[config.mk]
export PLATFORM = sky130hd
export DESIGN_NAME = score_recorder_flat
export DESIGN_NICKNAME = d
export VERILOG_FILES = /design/src/rtl/score_recorder_pkg.sv /design/src/rtl/score_recorder_if.sv /design/src/rtl/score_recorder_sat_counter.sv /design/src/rtl/score_recorder.sv /design/src/flat_wrapper.sv
export SDC_FILE = /design/constraint.sdc
export NUM_CORES = 1
export LEC_CHECK = 0
export BUFFER_PORTS_ARGS = -buffer_cell sky130_fd_sc_hd__buf_2
export CORE_ASPECT_RATIO = 1.5
export CORE_MARGIN = 10
export CORE_UTILIZATION = 59
export CTS_CLUSTER_SIZE = 12
export DETAILED_ROUTE_END_ITERATION = 10
export PLACE_DENSITY = 0.84
export SLEW_MARGIN = 0
export SYNTH_ARGS = -nofsm -noshare
export SYNTH_HDL_FRONTEND = slang
export SYNTH_HIERARCHICAL = 1
export SYNTH_SLANG_ARGS = --single-unit
[constraint.sdc]
create_clock -name clock -period 3.7 [get_ports clock]
set_clock_uncertainty 0.05 [all_clocks]
set_input_delay 0.74 -clock clock [delete_from_list [all_inputs] [get_ports clock]]
set_output_delay 0.74 -clock clock [all_outputs]
set_load 0.1 [all_outputs]
[src/rtl/score_recorder_pkg.sv]
// score_pkg: types and constants shared by the score recorder, the score
// storage memory and the HEX display logic.
//   rec_state_t : recorder states (CLEAR is only reached when the build
//                 defines SCORE_RECORDER_CLEAR_EN)
//   SCORE_W     : score / storage data width
//   ADDR_W      : storage address width (log depth = 2**ADDR_W)
//   MAX_SCORE   : saturation value of a single game score
//   score_t     : one stored score
package score_pkg;

    localparam int unsigned SCORE_W   = 10;
    localparam int unsigned ADDR_W    = 5;
    localparam int unsigned MAX_SCORE = (1 << SCORE_W) - 1;

    typedef enum logic [1:0] {
        IDLE,
        PLAYING,
        WRITE,
        CLEAR
    } rec_state_t;

    typedef logic [SCORE_W-1:0] score_t;

endpackage

[src/rtl/score_recorder_if.sv]
// score_recorder_if: upstream game pulses plus the storage write port.
//   game_start, point, game_over : single-cycle pulses from the game logic
//   busy                         : recorder is writing/clearing, pulses ignored
//   address, data, wren          : storage memory write port
// Modports:
//   master : the recorder (consumes pulses, drives the write port)
//   slave  : the game logic / storage side
interface score_recorder_if #(
    parameter int unsigned ADDR_W  = 5,
    parameter int unsigned SCORE_W = 10
);
    logic               game_start;
    logic               point;
    logic               game_over;
    logic               busy;
    logic [ADDR_W-1:0]  address;
    logic [SCORE_W-1:0] data;
    logic               wren;

    modport master (
        input  game_start, point, game_over,
        output busy, address, data, wren
    );

    modport slave (
        output game_start, point, game_over,
        input  busy, address, data, wren
    );
endinterface

[src/rtl/score_recorder_sat_counter.sv]
// sat_counter: up-counter with enable, synchronous clear and saturation.
//   clock, reset_n : system clock, asynchronous active-low reset
//   clear          : synchronous clear to zero (has priority over enable)
//   enable         : increment by one unless already at MAX
//   count          : current value
module sat_counter #(
    parameter int unsigned        WIDTH = 8,
    parameter logic [WIDTH-1:0]   MAX   = '1
) (
    input  logic             clock,
    input  logic             reset_n,
    input  logic             clear,
    input  logic             enable,
    output logic [WIDTH-1:0] count
);

    always_ff @(posedge clock or negedge reset_n) begin
        if (!reset_n) begin
            count <= '0;
        end else if (clear) begin
            count <= '0;
        end else if (enable && (count != MAX)) begin
            count <= count + 1'b1;
        end
    end

endmodule

[src/rtl/score_recorder.sv]
// score_recorder: tracks the running score of a game and commits the final
// score as a single-cycle write into the next slot of a circular log held in
// the score storage memory.
//   clock, reset_n : system clock, asynchronous active-low reset
//   bus            : score_recorder_if.master (game pulses in, busy and
//                    registered storage write port out)
//   current_score  : live score of the current / last game
//   games_played   : committed games, saturating at 2**ADDR_W
// Build option SCORE_RECORDER_CLEAR_EN: after reset the whole log is written
// with zeros (one entry per cycle) before the first game is accepted.
module score_recorder #(
    parameter int unsigned ADDR_W  = score_pkg::ADDR_W,
    parameter int unsigned SCORE_W = score_pkg::SCORE_W
) (
    input  logic               clock,
    input  logic               reset_n,
    score_recorder_if.master   bus,
    output logic [SCORE_W-1:0] current_score,
    output logic [ADDR_W:0]    games_played
);
    import score_pkg::*;

    localparam logic [ADDR_W:0]    GAMES_MAX = {1'b1, {ADDR_W{1'b0}}};
    localparam logic [SCORE_W-1:0] SCORE_MAX = '1;

    rec_state_t         state;
    logic [ADDR_W-1:0]  wr_ptr;
    logic [SCORE_W-1:0] score_final;
    logic               score_clear;
    logic               score_en;
    logic               games_en;

    assign score_clear = (state == IDLE)    && bus.game_start;
    assign score_en    = (state == PLAYING) && bus.point;
    assign games_en    = (state == WRITE);

    // The commit is registered on the game_over edge, so it must already
    // include a point arriving in that same cycle.
    always_comb begin
        score_final = current_score;
        if (bus.point && (current_score != SCORE_MAX)) begin
            score_final = current_score + 1'b1;
        end
    end

    sat_counter #(
        .WIDTH (SCORE_W),
        .MAX   (SCORE_MAX)
    ) u_score (
        .clock   (clock),
        .reset_n (reset_n),
        .clear   (score_clear),
        .enable  (score_en),
        .count   (current_score)
    );

    sat_counter #(
        .WIDTH (ADDR_W + 1),
        .MAX   (GAMES_MAX)
    ) u_games (
        .clock   (clock),
        .reset_n (reset_n),
        .clear   (1'b0),
        .enable  (games_en),
        .count   (games_played)
    );

    always_ff @(posedge clock or negedge reset_n) begin
        if (!reset_n) begin
`ifdef SCORE_RECORDER_CLEAR_EN
            state   <= CLEAR;
`else
            state   <= IDLE;
`endif
            wr_ptr      <= '0;
            bus.address <= '0;
            bus.data    <= '0;
            bus.wren    <= 1'b0;
            bus.busy    <= 1'b0;
        end else begin
            case (state)
                IDLE: begin
                    if (bus.game_start) begin
                        state <= PLAYING;
                    end
                end
                PLAYING: begin
                    if (bus.game_over) begin
                        state       <= WRITE;
                        bus.wren    <= 1'b1;
                        bus.busy    <= 1'b1;
                        bus.address <= wr_ptr;
                        bus.data    <= score_final;
                    end
                end
                WRITE: begin
                    state    <= IDLE;
                    bus.wren <= 1'b0;
                    bus.busy <= 1'b0;
                    wr_ptr   <= wr_ptr + 1'b1;
                end
`ifdef SCORE_RECORDER_CLEAR_EN
                CLEAR: begin
                    // Leave only once the last entry's write cycle has
                    // been presented, so busy covers every clear write.
                    if (bus.wren && (bus.address == '1)) begin
                        state    <= IDLE;
                        bus.wren <= 1'b0;
                        bus.busy <= 1'b0;
                        wr_ptr   <= '0;
                    end else begin
                        bus.wren    <= 1'b1;
                        bus.busy    <= 1'b1;
                        bus.address <= wr_ptr;
                        bus.data    <= '0;
                        wr_ptr      <= wr_ptr + 1'b1;
                    end
                end
`endif
                default: begin
                    state    <= IDLE;
                    bus.wren <= 1'b0;
                    bus.busy <= 1'b0;
                end
            endcase
        end
    end

endmodule

[src/flat_wrapper.sv]
// flat-port wrapper written by rule: the top's interface ports become plain ports
module score_recorder_flat import score_pkg::*;
#(
    parameter int unsigned ADDR_W  = score_pkg::ADDR_W,
    parameter int unsigned SCORE_W = score_pkg::SCORE_W
)
  (clock, reset_n, current_score, games_played, bus_game_start, bus_point, bus_game_over, bus_busy, bus_address, bus_data, bus_wren);
  score_recorder_if #(.ADDR_W(ADDR_W), .SCORE_W(SCORE_W)) bus_i ();
  input  logic clock;
  input  logic reset_n;
  output logic [SCORE_W-1:0] current_score;
  output logic [ADDR_W:0] games_played;
  input wire logic [$bits(bus_i.game_start)-1:0] bus_game_start;
  input wire logic [$bits(bus_i.point)-1:0] bus_point;
  input wire logic [$bits(bus_i.game_over)-1:0] bus_game_over;
  output wire logic [$bits(bus_i.busy)-1:0] bus_busy;
  output wire logic [$bits(bus_i.address)-1:0] bus_address;
  output wire logic [$bits(bus_i.data)-1:0] bus_data;
  output wire logic [$bits(bus_i.wren)-1:0] bus_wren;
  assign bus_i.game_start = bus_game_start;
  assign bus_i.point = bus_point;
  assign bus_i.game_over = bus_game_over;
  assign bus_busy = bus_i.busy;
  assign bus_address = bus_i.address;
  assign bus_data = bus_i.data;
  assign bus_wren = bus_i.wren;
  score_recorder #(.ADDR_W(ADDR_W), .SCORE_W(SCORE_W)) u_core (.clock(clock), .reset_n(reset_n), .bus(bus_i), .current_score(current_score), .games_played(games_played));
endmodule
==> impl_metrics.py <==
metrics = {
    "drt": {
        "drtAntennaViolNets": 0,
        "wl_mm": 4.56,
        "drt_iter0_drc": 135,
        "wl_per_cell_um": 15.5,
        "drc_errors": 0,
        "drt-pass1-iter-count": 4,
        "routed_via_density": 5.89,
        "routed-via-count": 1733,
    },
    "floorplanning": {
        "core_sq_um": 3380,
        "die_area_sq_um": 6320,
        "rows": 26,
        "start_util_pct": 61.1,
        "die_h_um": 92.5,
        "die_x_um": 68.3,
        "pin_count": 38,
    },
    "timing": {
        "clock.fmax_mhz": 452,
        "setup_viol": 0,
        "rsz0062_at_grt": "false",
        "fin_crit_sh_pct": 59.8,
        "worst_pin_slew_ps": 868,
        "slew_headroom_pct": 42.1,
        "setup_slack_ps": 1490,
        "tns_ps": 0,
        "drv_slew": 0,
        "hold_viol": 0,
        "min_period_ps": 2210,
    },
    "critical_path": {
        "slowest_stage": "dfrtp_1",
        "cp_cell_sequence": "buf_2",
        "critPathMaxFanout": 12,
        "end_kind": "primary output",
        "cp-start-kind": "flop",
        "cpLargestDelayFamily": "flip-flops",
        "max_stage_delay_ps": 620,
        "required_ps": 2910,
        "crit_type": "reg2out",
        "path_buf_inv": 1,
        "cp.arrival_ps": 1420,
        "rrSetupSlack_ps": 1750,
    },
    "clock_network": {
        "clkTransAtPathRegs_ps": 80,
        "clk_latency_ps": 290,
        "holdBufCountCts": 0,
        "cts_tree": "built",
        "cts-resized-gates": 0,
        "clock-sinks": 39,
        "cts_made_buffers": 5,
        "cts_root_buf": "clkbuf_8",
        "h-tree-depth": 2,
        "clk_path_buf_depth": 2,
        "post-cts-setup-buffers": 0,
    },
    "grt": {
        "grt_pass1_vias": 1688,
        "antenna_found_initial": 0,
        "grt_max_degree": 40,
        "grtUsageTotal_pct": 15.2,
        "overflow": 0,
        "grt_first_pass_wirelength_mm": 7.72,
    },
    "logic_synthesis": {
        "synth-main-ff-cell": "dfrtp_1",
        "ys_warn_count": 6,
        "async_reset_ff_share_pct": 100,
        "synth-seq-cells": 39,
        "syn_inst": 212,
        "synth_seq_area_share_pct": 47.2,
        "syn_area_sq_um": 2070,
        "synth-edff-count": 0,
        "syn_avg_cell_area_sq_um": 9.76,
        "ys_types": 47,
    },
    "place": {
        "dpl.hpwl_mm": 3.30,
        "gp_congestion": 0.802,
        "pre_cts_ws_ps": 1360,
        "portBuffers": 37,
    },
    "run": {
        "maxCapViolCount": 0,
    },
    "layout": {
        "final_core_util_pct": 70.8,
        "area_delta_synth_final_pct": 15.8,
        "final_common_cell": "dfrtp_1",
        "num-fill-cells": 273,
        "final_cell_mix": "39 x dfrtp_1, 37 x buf_2, 35 x nand2_1, 13 x nor2_1, 11 x a21oi_1",
        "n_antenna_cell": 0,
        "nets": 261,
        "drive_gt1_share_pct": 23.0,
    },
    "status": {
        "status": "completed",
    },
    "pwr": {
        "p_comb_share_pct": 41.4,
        "vdd_ir_drop_max_mv": 0.785,
        "switching_power_mw": 0.774,
        "power.share.clock_pct": 22.2,
        "p_leak_nw": 1.11,
        "swShare_pct": 48.7,
        "power.density_nw_per_um2": 663,
        "p_seq_share_pct": 36.4,
        "internal_power_mw": 0.815,
    },
    "hold_path": {
        "hp-class": "reg2reg",
    },
}
-- cell usage after synthesis (all sizes together), types with 2 or more instances --
master   n  area (sq um)
or4      3          22.5
nand4    6          43.8
nand2b   3          18.8
nand2   35           131
o21ai   13          65.1
xor2     5          43.8
nand4b   2          17.5
buf      3          20.0
mux2     3          33.8
xnor2    3          26.3
nand3    9          70.1
and4     4          37.5
nor2b    2          12.5
and3     2          12.5
and3b    2          17.5
clkbuf   4          15.0
a21oi   11          55.1
mux2i    6          60.1
nor3     9          56.3
ha       5          62.6
dfrtp   39           976
or3      2          12.5
nor2    13          48.8
a31oi    2          12.5
inv      6          22.5
nand3b   3          22.5
o311ai   2          17.5
o31ai    4          43.8
-- sequential cells by signal, summed over array words and instances, names as in the netlist --
name and count:
u_core/state 2, u_core/u_score/count 10, u_core/bus.data 10, u_core/bus.address 5, u_core/bus.wren 1, u_core/u_games/count 6, u_core/wr_ptr 5
-- final cells by class --
class                      instances  area, sq um  area share [%]
clock inverter                     3         43.8            1.83
timing repair buffer              38          193            8.05
multi-input combinational        161         1040            43.4
clock buffer                       5         68.8            2.87
tap                               42         52.6            2.19
inverter                           6         22.5           0.940
sequential                        39          976            40.8
-- final timing paths --
kind / from / end / depth (start not counted)
min in group asynchronous: reset_n / u_core/u_games/count[2] / 1
max reg2reg: u_core/state[1] / u_core/u_score/count[7] / 5
max in group asynchronous: reset_n / u_core/u_score/count[5] / 1
max: u_core/u_score/count[3] / current_score[3] / 1
min: u_core/wr_ptr[4] / u_core/wr_ptr[4] / 1
min reg2reg: u_core/wr_ptr[4] / u_core/wr_ptr[4] / 1
-- metrics by stage --
stage          hold slack, ps  total power, mW  instance area, sq um  cells
2_1_floorplan             394             1.13                  2070    213
3_3_place_gp              407             1.23                  2280    286
3_5_place_dp              408             1.25                  2280    286
4_1_cts                   429             1.60                  2390    294
5_1_grt                   448             1.66                  2390    294
6_report                  427             1.59                  2390    294
-- logic make-up (layout without fill, tap and decap cells) --
logic type                 Yosys count  after routing  synth area share (%)
and+or+nand+nor                     97             97                  26.1
AOI/OAI and AO/OA                   40             40                  12.8
DFF                                 39             39                  47.2
buffers and inverters               13             52                  2.78
muxes                                9              9                  4.54
xor gates and xnor gates             8              8                  3.39
adders and majority gates            5              5                  3.02
other                                1              2                 0.181
-- routing by layer --
metal | vias to the layer above | GRT usage (%) | routed length, um
li1 | 841 | - | -
met1 | 835 | 17.4 | 1880
met2 | 50 | 25.9 | 2350
met3 | 7 | 4.10 | 254
met4 | 0 | 5.39 | 72
met5 | - | 0 | 0
-- power by group through the flow --
stage	clock (mW)	sequential, mW	combinational [mW]
6_report	0.353	0.578	0.658
3_3_place_gp	0	0.585	0.646
4_1_cts	0.360	0.579	0.663
5_1_grt	0.380	0.594	0.691
2_1_floorplan	0	0.944	0.188
3_5_place_dp	0	0.587	0.659
Note: power is estimated with default switching activity, not from simulation.
